`config.mk`:
```
export PLATFORM = sky130hd
export DESIGN_NAME = reg_xfer_seq_flat
export DESIGN_NICKNAME = d
export VERILOG_FILES = /design/src/rtl/reg_xfer_seq_if.sv /design/src/rtl/reg_xfer_seq.sv /design/src/flat_wrapper.sv
export SDC_FILE = /design/constraint.sdc
export NUM_CORES = 1
export LEC_CHECK = 0
export ABC_CLOCK_PERIOD_IN_PS = 3700
export CAP_MARGIN = 10
export CELL_PAD_IN_SITES_DETAIL_PLACEMENT = 1
export CELL_PAD_IN_SITES_GLOBAL_PLACEMENT = 2
export CORE_MARGIN = 4
export CORE_UTILIZATION = 25
export DETAILED_ROUTE_END_ITERATION = 10
export PLACE_DENSITY = 0.94
export SLEW_MARGIN = 10
export SYNTH_ARGS = -nofsm -noshare
export SYNTH_HDL_FRONTEND = slang
export SYNTH_SLANG_ARGS = --single-unit
```
`constraint.sdc`:
```
create_clock -name clk -period 3.7 [get_ports clk]
set_clock_uncertainty 0.1 [all_clocks]
set_input_delay 0.74 -clock clk [delete_from_list [all_inputs] [get_ports clk]]
set_output_delay 0.74 -clock clk [all_outputs]
set_load 0.02 [all_outputs]
```
`src/rtl/reg_xfer_seq_if.sv`:
```
// Command handshake plus register-bank control/data lines of the transfer sequencer.
// The slave modport is the sequencer; the master side is the decoder together with the bank.
`timescale 1ns/1ps
interface reg_xfer_seq_if #(
  parameter int WIDTH = 32,
  parameter int NREGS = 16
);
  localparam int AW = $clog2(NREGS);

  logic             cmd_valid;
  logic             cmd_ready;
  logic [1:0]       cmd_op;
  logic [AW-1:0]    cmd_src;
  logic [AW-1:0]    cmd_dst;
  logic [NREGS-1:0] en_a;
  logic [NREGS-1:0] en_b;
  logic [NREGS-1:0] s;
  logic [WIDTH-1:0] bus_a;
  logic [WIDTH-1:0] bus_b;
  logic [WIDTH-1:0] d;
  logic             done;

  modport master (
    output cmd_valid, cmd_op, cmd_src, cmd_dst, bus_a, bus_b,
    input  cmd_ready, en_a, en_b, s, d, done
  );

  modport slave (
    input  cmd_valid, cmd_op, cmd_src, cmd_dst, bus_a, bus_b,
    output cmd_ready, en_a, en_b, s, d, done
  );
endinterface

```
`src/rtl/reg_xfer_seq.sv`:
```
// Register-transfer sequencer: reads operands over the A/B buses, then writes results
// back through the shared write-data bus with per-register strobes (MOVE/EXG/CLR/SWAP).
`timescale 1ns/1ps
module reg_xfer_seq #(
  parameter int WIDTH = 32,
  parameter int NREGS = 16
) (
  input  logic          clk,
  input  logic          reset,
  reg_xfer_seq_if.slave bus
);
  localparam int AW = $clog2(NREGS);

  typedef enum logic [1:0] {ST_IDLE, ST_READ, ST_WR1, ST_WR2} state_e;
  typedef enum logic [1:0] {OP_MOVE = 2'd0, OP_EXG = 2'd1, OP_CLR = 2'd2, OP_SWAP = 2'd3} op_e;

  state_e           state_q, state_d;
  op_e              op_q, op_d;
  logic [AW-1:0]    src_q, src_d;
  logic [AW-1:0]    dst_q, dst_d;
  logic [WIDTH-1:0] tmp_a_q, tmp_a_d;
  logic [WIDTH-1:0] tmp_b_q, tmp_b_d;
  logic             done_q, done_d;

  logic [NREGS-1:0] en_a_c, en_b_c, s_c;
  logic [WIDTH-1:0] d_c;

  function automatic logic [NREGS-1:0] onehot(input logic [AW-1:0] idx);
    return NREGS'(1) << idx;
  endfunction

  // Bus enables, strobes and write data are decoded purely from the current state,
  // so a reset cycle still shows the strobes of the state it interrupts.
  always_comb begin
    // NOTE: every variable gets a default before the case so no path leaves one unassigned (no latch).
    state_d = state_q;
    op_d    = op_q;
    src_d   = src_q;
    dst_d   = dst_q;
    tmp_a_d = tmp_a_q;
    tmp_b_d = tmp_b_q;
    done_d  = 1'b0;
    en_a_c  = '0;
    en_b_c  = '0;
    s_c     = '0;
    d_c     = '0;

    unique case (state_q)
      ST_IDLE: begin
        if (bus.cmd_valid) begin
          op_d    = op_e'(bus.cmd_op);
          src_d   = bus.cmd_src;
          dst_d   = bus.cmd_dst;
          state_d = (op_e'(bus.cmd_op) == OP_CLR) ? ST_WR1 : ST_READ;
        end
      end
      ST_READ: begin
        en_a_c  = onehot((op_q == OP_SWAP) ? dst_q : src_q);
        tmp_a_d = bus.bus_a;
        if (op_q == OP_EXG) begin
          en_b_c  = onehot(dst_q);
          tmp_b_d = bus.bus_b;
        end
        state_d = ST_WR1;
      end
      ST_WR1: begin
        en_b_c = onehot(dst_q);
        s_c    = onehot(dst_q);
        unique case (op_q)
          OP_MOVE, OP_EXG: d_c = tmp_a_q;
          OP_CLR:          d_c = '0;
          OP_SWAP:         d_c = {tmp_a_q[WIDTH/2-1:0], tmp_a_q[WIDTH-1:WIDTH/2]};
        endcase
        if (op_q == OP_EXG) begin
          state_d = ST_WR2;
        end else begin
          state_d = ST_IDLE;
          done_d  = 1'b1;
        end
      end
      ST_WR2: begin
        en_b_c  = onehot(src_q);
        s_c     = onehot(src_q);
        d_c     = tmp_b_q;
        state_d = ST_IDLE;
        done_d  = 1'b1;
      end
    endcase
  end

  // NOTE: synchronous reset clears the operand latches too, so tmp_a/tmp_b read zero after reset.
  always_ff @(posedge clk) begin
    // NOTE: state registers use non-blocking assignments so every flop samples pre-edge values.
    if (reset) begin
      state_q <= ST_IDLE;
      op_q    <= OP_MOVE;
      src_q   <= '0;
      dst_q   <= '0;
      tmp_a_q <= '0;
      tmp_b_q <= '0;
      done_q  <= 1'b0;
    end else begin
      state_q <= state_d;
      op_q    <= op_d;
      src_q   <= src_d;
      dst_q   <= dst_d;
      tmp_a_q <= tmp_a_d;
      tmp_b_q <= tmp_b_d;
      done_q  <= done_d;
    end
  end

  assign bus.cmd_ready = (state_q == ST_IDLE);
  assign bus.en_a      = en_a_c;
  assign bus.en_b      = en_b_c;
  assign bus.s         = s_c;
  assign bus.d         = d_c;
  assign bus.done      = done_q;
endmodule

```
`src/flat_wrapper.sv`:
```
// flat-port wrapper written by rule: the top's interface ports become plain ports
module reg_xfer_seq_flat 
#(
  parameter int WIDTH = 32,
  parameter int NREGS = 16
)
  (clk, reset, bus_cmd_valid, bus_cmd_op, bus_cmd_src, bus_cmd_dst, bus_bus_a, bus_bus_b, bus_cmd_ready, bus_en_a, bus_en_b, bus_s, bus_d, bus_done);
  reg_xfer_seq_if #(.WIDTH(WIDTH), .NREGS(NREGS)) bus_i ();
  input  logic clk;
  input  logic reset;
  input wire logic [$bits(bus_i.cmd_valid)-1:0] bus_cmd_valid;
  input wire logic [$bits(bus_i.cmd_op)-1:0] bus_cmd_op;
  input wire logic [$bits(bus_i.cmd_src)-1:0] bus_cmd_src;
  input wire logic [$bits(bus_i.cmd_dst)-1:0] bus_cmd_dst;
  input wire logic [$bits(bus_i.bus_a)-1:0] bus_bus_a;
  input wire logic [$bits(bus_i.bus_b)-1:0] bus_bus_b;
  output wire logic [$bits(bus_i.cmd_ready)-1:0] bus_cmd_ready;
  output wire logic [$bits(bus_i.en_a)-1:0] bus_en_a;
  output wire logic [$bits(bus_i.en_b)-1:0] bus_en_b;
  output wire logic [$bits(bus_i.s)-1:0] bus_s;
  output wire logic [$bits(bus_i.d)-1:0] bus_d;
  output wire logic [$bits(bus_i.done)-1:0] bus_done;
  assign bus_i.cmd_valid = bus_cmd_valid;
  assign bus_i.cmd_op = bus_cmd_op;
  assign bus_i.cmd_src = bus_cmd_src;
  assign bus_i.cmd_dst = bus_cmd_dst;
  assign bus_i.bus_a = bus_bus_a;
  assign bus_i.bus_b = bus_bus_b;
  assign bus_cmd_ready = bus_i.cmd_ready;
  assign bus_en_a = bus_i.en_a;
  assign bus_en_b = bus_i.en_b;
  assign bus_s = bus_i.s;
  assign bus_d = bus_i.d;
  assign bus_done = bus_i.done;
  reg_xfer_seq #(.WIDTH(WIDTH), .NREGS(NREGS)) u_core (.clk(clk), .reset(reset), .bus(bus_i));
endmodule
```
==> flow_summary.ini <==
[clock_tree]
cts.hold.buffers_added = 0
cts_root_buffer = clkbuf_16
cts-htree-levels = 3
cts_resized = 0
clk_pin_slew_ns = 0.06
clk_path_buf_depth = 2
postCtsSetupRepairBufs = 0
clk_latency_ns = 0.33
cts_tree = done
cts_sinks = 77
cts_made_buffers = 9

[final_layout]
final_common_cell = clkdlybuf4s50_1
area_delta_synth_final_pct = 48.8
drive_gt1_share_pct = 4.60
layout_common_cells = clkdlybuf4s50_1, nand2_1, dfxtp_1
fin_util_pct = 37.8
num-nets-final = 768

[drt]
wl_um = 17300
firstDrtPassIters = 5
avgViaCountPerCell = 5.07
drc = 0
drt-initial-drc-count = 428
drtAntennaViolNets = 0
avgRoutedWirePerCell_um = 19.0
vias = 4631

[worst_setup_path]
reg2regPathDepth = 4
r2r-end = u_core.tmp_a_q[3]
cp_max_fo = 32
r2r_setup_slack_ns = 1.26
path_class = register to output port
cp-start-kind = register
r2r_start = u_core.state_q[0]
cp.arrival_ns = 2.68
cp-end-kind = output port
worstPathRequired_ns = 2.86

[logic_synthesis]
yosys_warnings = 0
synth_compound_area_share_pct = 25.4
muxShareOfSynthArea_pct = 3.23
synth_top_cell_area_share_pct = 38.3
synth.area.top_cells = dfxtp_1, nand2_1, a21oi_1
yosysTopAreaCell = dfxtp_1
ys_ff_latch = 77
synth_top_family_by_area = simple AND/OR/NAND/NOR gates
synth-simple-area-share_pct = 25.9
synth_xor_area_share_pct = 0
synth_ff_type = dfxtp_1
synth_fp_nets = 639
seq_area_frac_synth_pct = 38.3
synth_fa_ha_area_share_pct = 0
synth-async-reset-ratio_pct = 0
synth_cell_types = 32
syn_area_per_cell_um2 = 7.16
synth_edf_count = 0
synthCells = 562
synthesis.area_um2 = 4030

[grt]
antenna_found_initial = 1
grt-ovfl-total = 0
grt_usage_pct = 18.4
grt_pass1_wl_um = 26200
grt_max_degree = 50
grt_pass1_vias = 4680

[timing]
final.min_clock_period_ns = 3.52
setup_viol = 0
hold_viol_final = 0
min_period_over_period_pct = 95.1
rsz0062_at_grt = no
slew_headroom_pct = 19.2
setup_tns_ns = 0
tightest_slew_ns = 1.21
clock.fmax_ghz = 0.284
drv_slew = 0

[floorplanning]
dieHeight_um = 135
die_area_um2 = 18200
initial_core_util_pct = 25.4
die_width_um = 135
core_area_um2 = 15800
row_count = 46
io_pins = 159

[pwr]
ir_worst_vdd_uv = 241
powerDensity_nw_per_um2 = 360
p_leak_nw = 1.92

[min_path]
min_from = u_core.tmp_b_q[4]
hold_path.class = register to register
holdPathEnd = u_core.tmp_b_q[4]
whs_path_depth = 2

[placed_design]
gp_congestion = 0.875
dp_hpwl_um = 13000
port_buffers = 158

[run_status]
outcome = finished, final reports clean

[run]
drv_cap = 0
## routing by layer
metal / wire [um] / up-vias / GRT usage, %
met2: 8300 / 139 / 30.5
li1: - / 2199 / -
met4: 482 / 0 / 6.28
met3: 830 / 28 / 3.28
met5: 0 / - / 0
met1: 7710 / 2265 / 24.3
## worst max-delay path by stage
stage                         endpoint  slack (ns)  cells after the start              start
after detailed placement      bus_d[0]        0.56                      4     u_core.op_q[1]
after floorplan           bus_en_b[11]        1.43                      5  u_core.state_q[0]
final                         bus_d[0]        0.18                      4     u_core.op_q[1]
after global routing          bus_d[9]        0.06                      4     u_core.op_q[1]
after global placement        bus_d[9]        0.62                      4     u_core.op_q[1]
after CTS                     bus_d[0]        0.19                      4     u_core.op_q[1]
## flip-flops by register name (all words and copies together), names as in the netlist
name,count
u_core.tmp_a_q,32
u_core.bus.done,1
u_core.tmp_b_q,32
u_core.src_q,4
u_core.state_q,2
u_core.dst_q,4
u_core.op_q,2
## report_power, final
part | switching, mW | internal [mW] | leakage [nW] | total [mW]
Sequential | 0.0439 | 0.859 | 0.625 | 0.903
Clock | 0.350 | 0.559 | 0.148 | 0.909
Combinational | 0.185 | 0.162 | 1.15 | 0.347
Total | 0.579 | 1.58 | 1.92 | 2.16
## cells by family after synthesis
logic type,count (synthesis)
simple gates,245
buf+inv,53
mux,13
compound gates,174
flops,77
## per-stage QoR
| stage | area, um2 | instances | worst slack [ns] | power [mW] | hold slack, ns |
|---|---|---|---|---|---|
| 4_1_cts | 5990 | 912 | 0.187 | 2.18 | 0.356 |
| 5_1_grt | 5990 | 913 | 0.0569 | 2.24 | 0.373 |
| 3_3_place_gp | 5670 | 896 | 0.623 | 1.26 | 0.339 |
| 3_5_place_dp | 5670 | 896 | 0.561 | 1.26 | 0.347 |
| 2_1_floorplan | 4030 | 562 | 1.43 | 1.09 | 0.333 |
| 6_report | 5990 | 913 | 0.183 | 2.16 | 0.354 |
## layout make-up
| type | instances | area [um2] |
|---|---|---|
| diodes | 1 | 2.50 |
| flip-flops and latches | 77 | 1540 |
| fillers | 1926 | 9840 |
| repair buffers | 168 | 1650 |
| multi-input cells | 432 | 2200 |
| clock inverters | 5 | 58.8 |
| clock buffers | 11 | 253 |
| inverters | 3 | 11.3 |
| well taps | 216 | 270 |
## cells in the mapped netlist, drive strengths merged, types with 3 or more instances
library cell	n
nand3	5
dfxtp	77
o21ai	65
nand2	145
a221oi	32
and4b	3
clkbuf	23
a21oi	68
mux2i	13
nand2b	5
a32oi	4
nor2	63
buf	27
nor2b	12
inv	3
## worst max-delay path, cell delays in order (launching register included)
cell and delay [ns]:
dfxtp_1 0.39, inv_1 0.80, a221oi_1 0.24, nor2_1 0.26, clkdlybuf4s50_1 0.65
(Power assumes the default switching activity.)
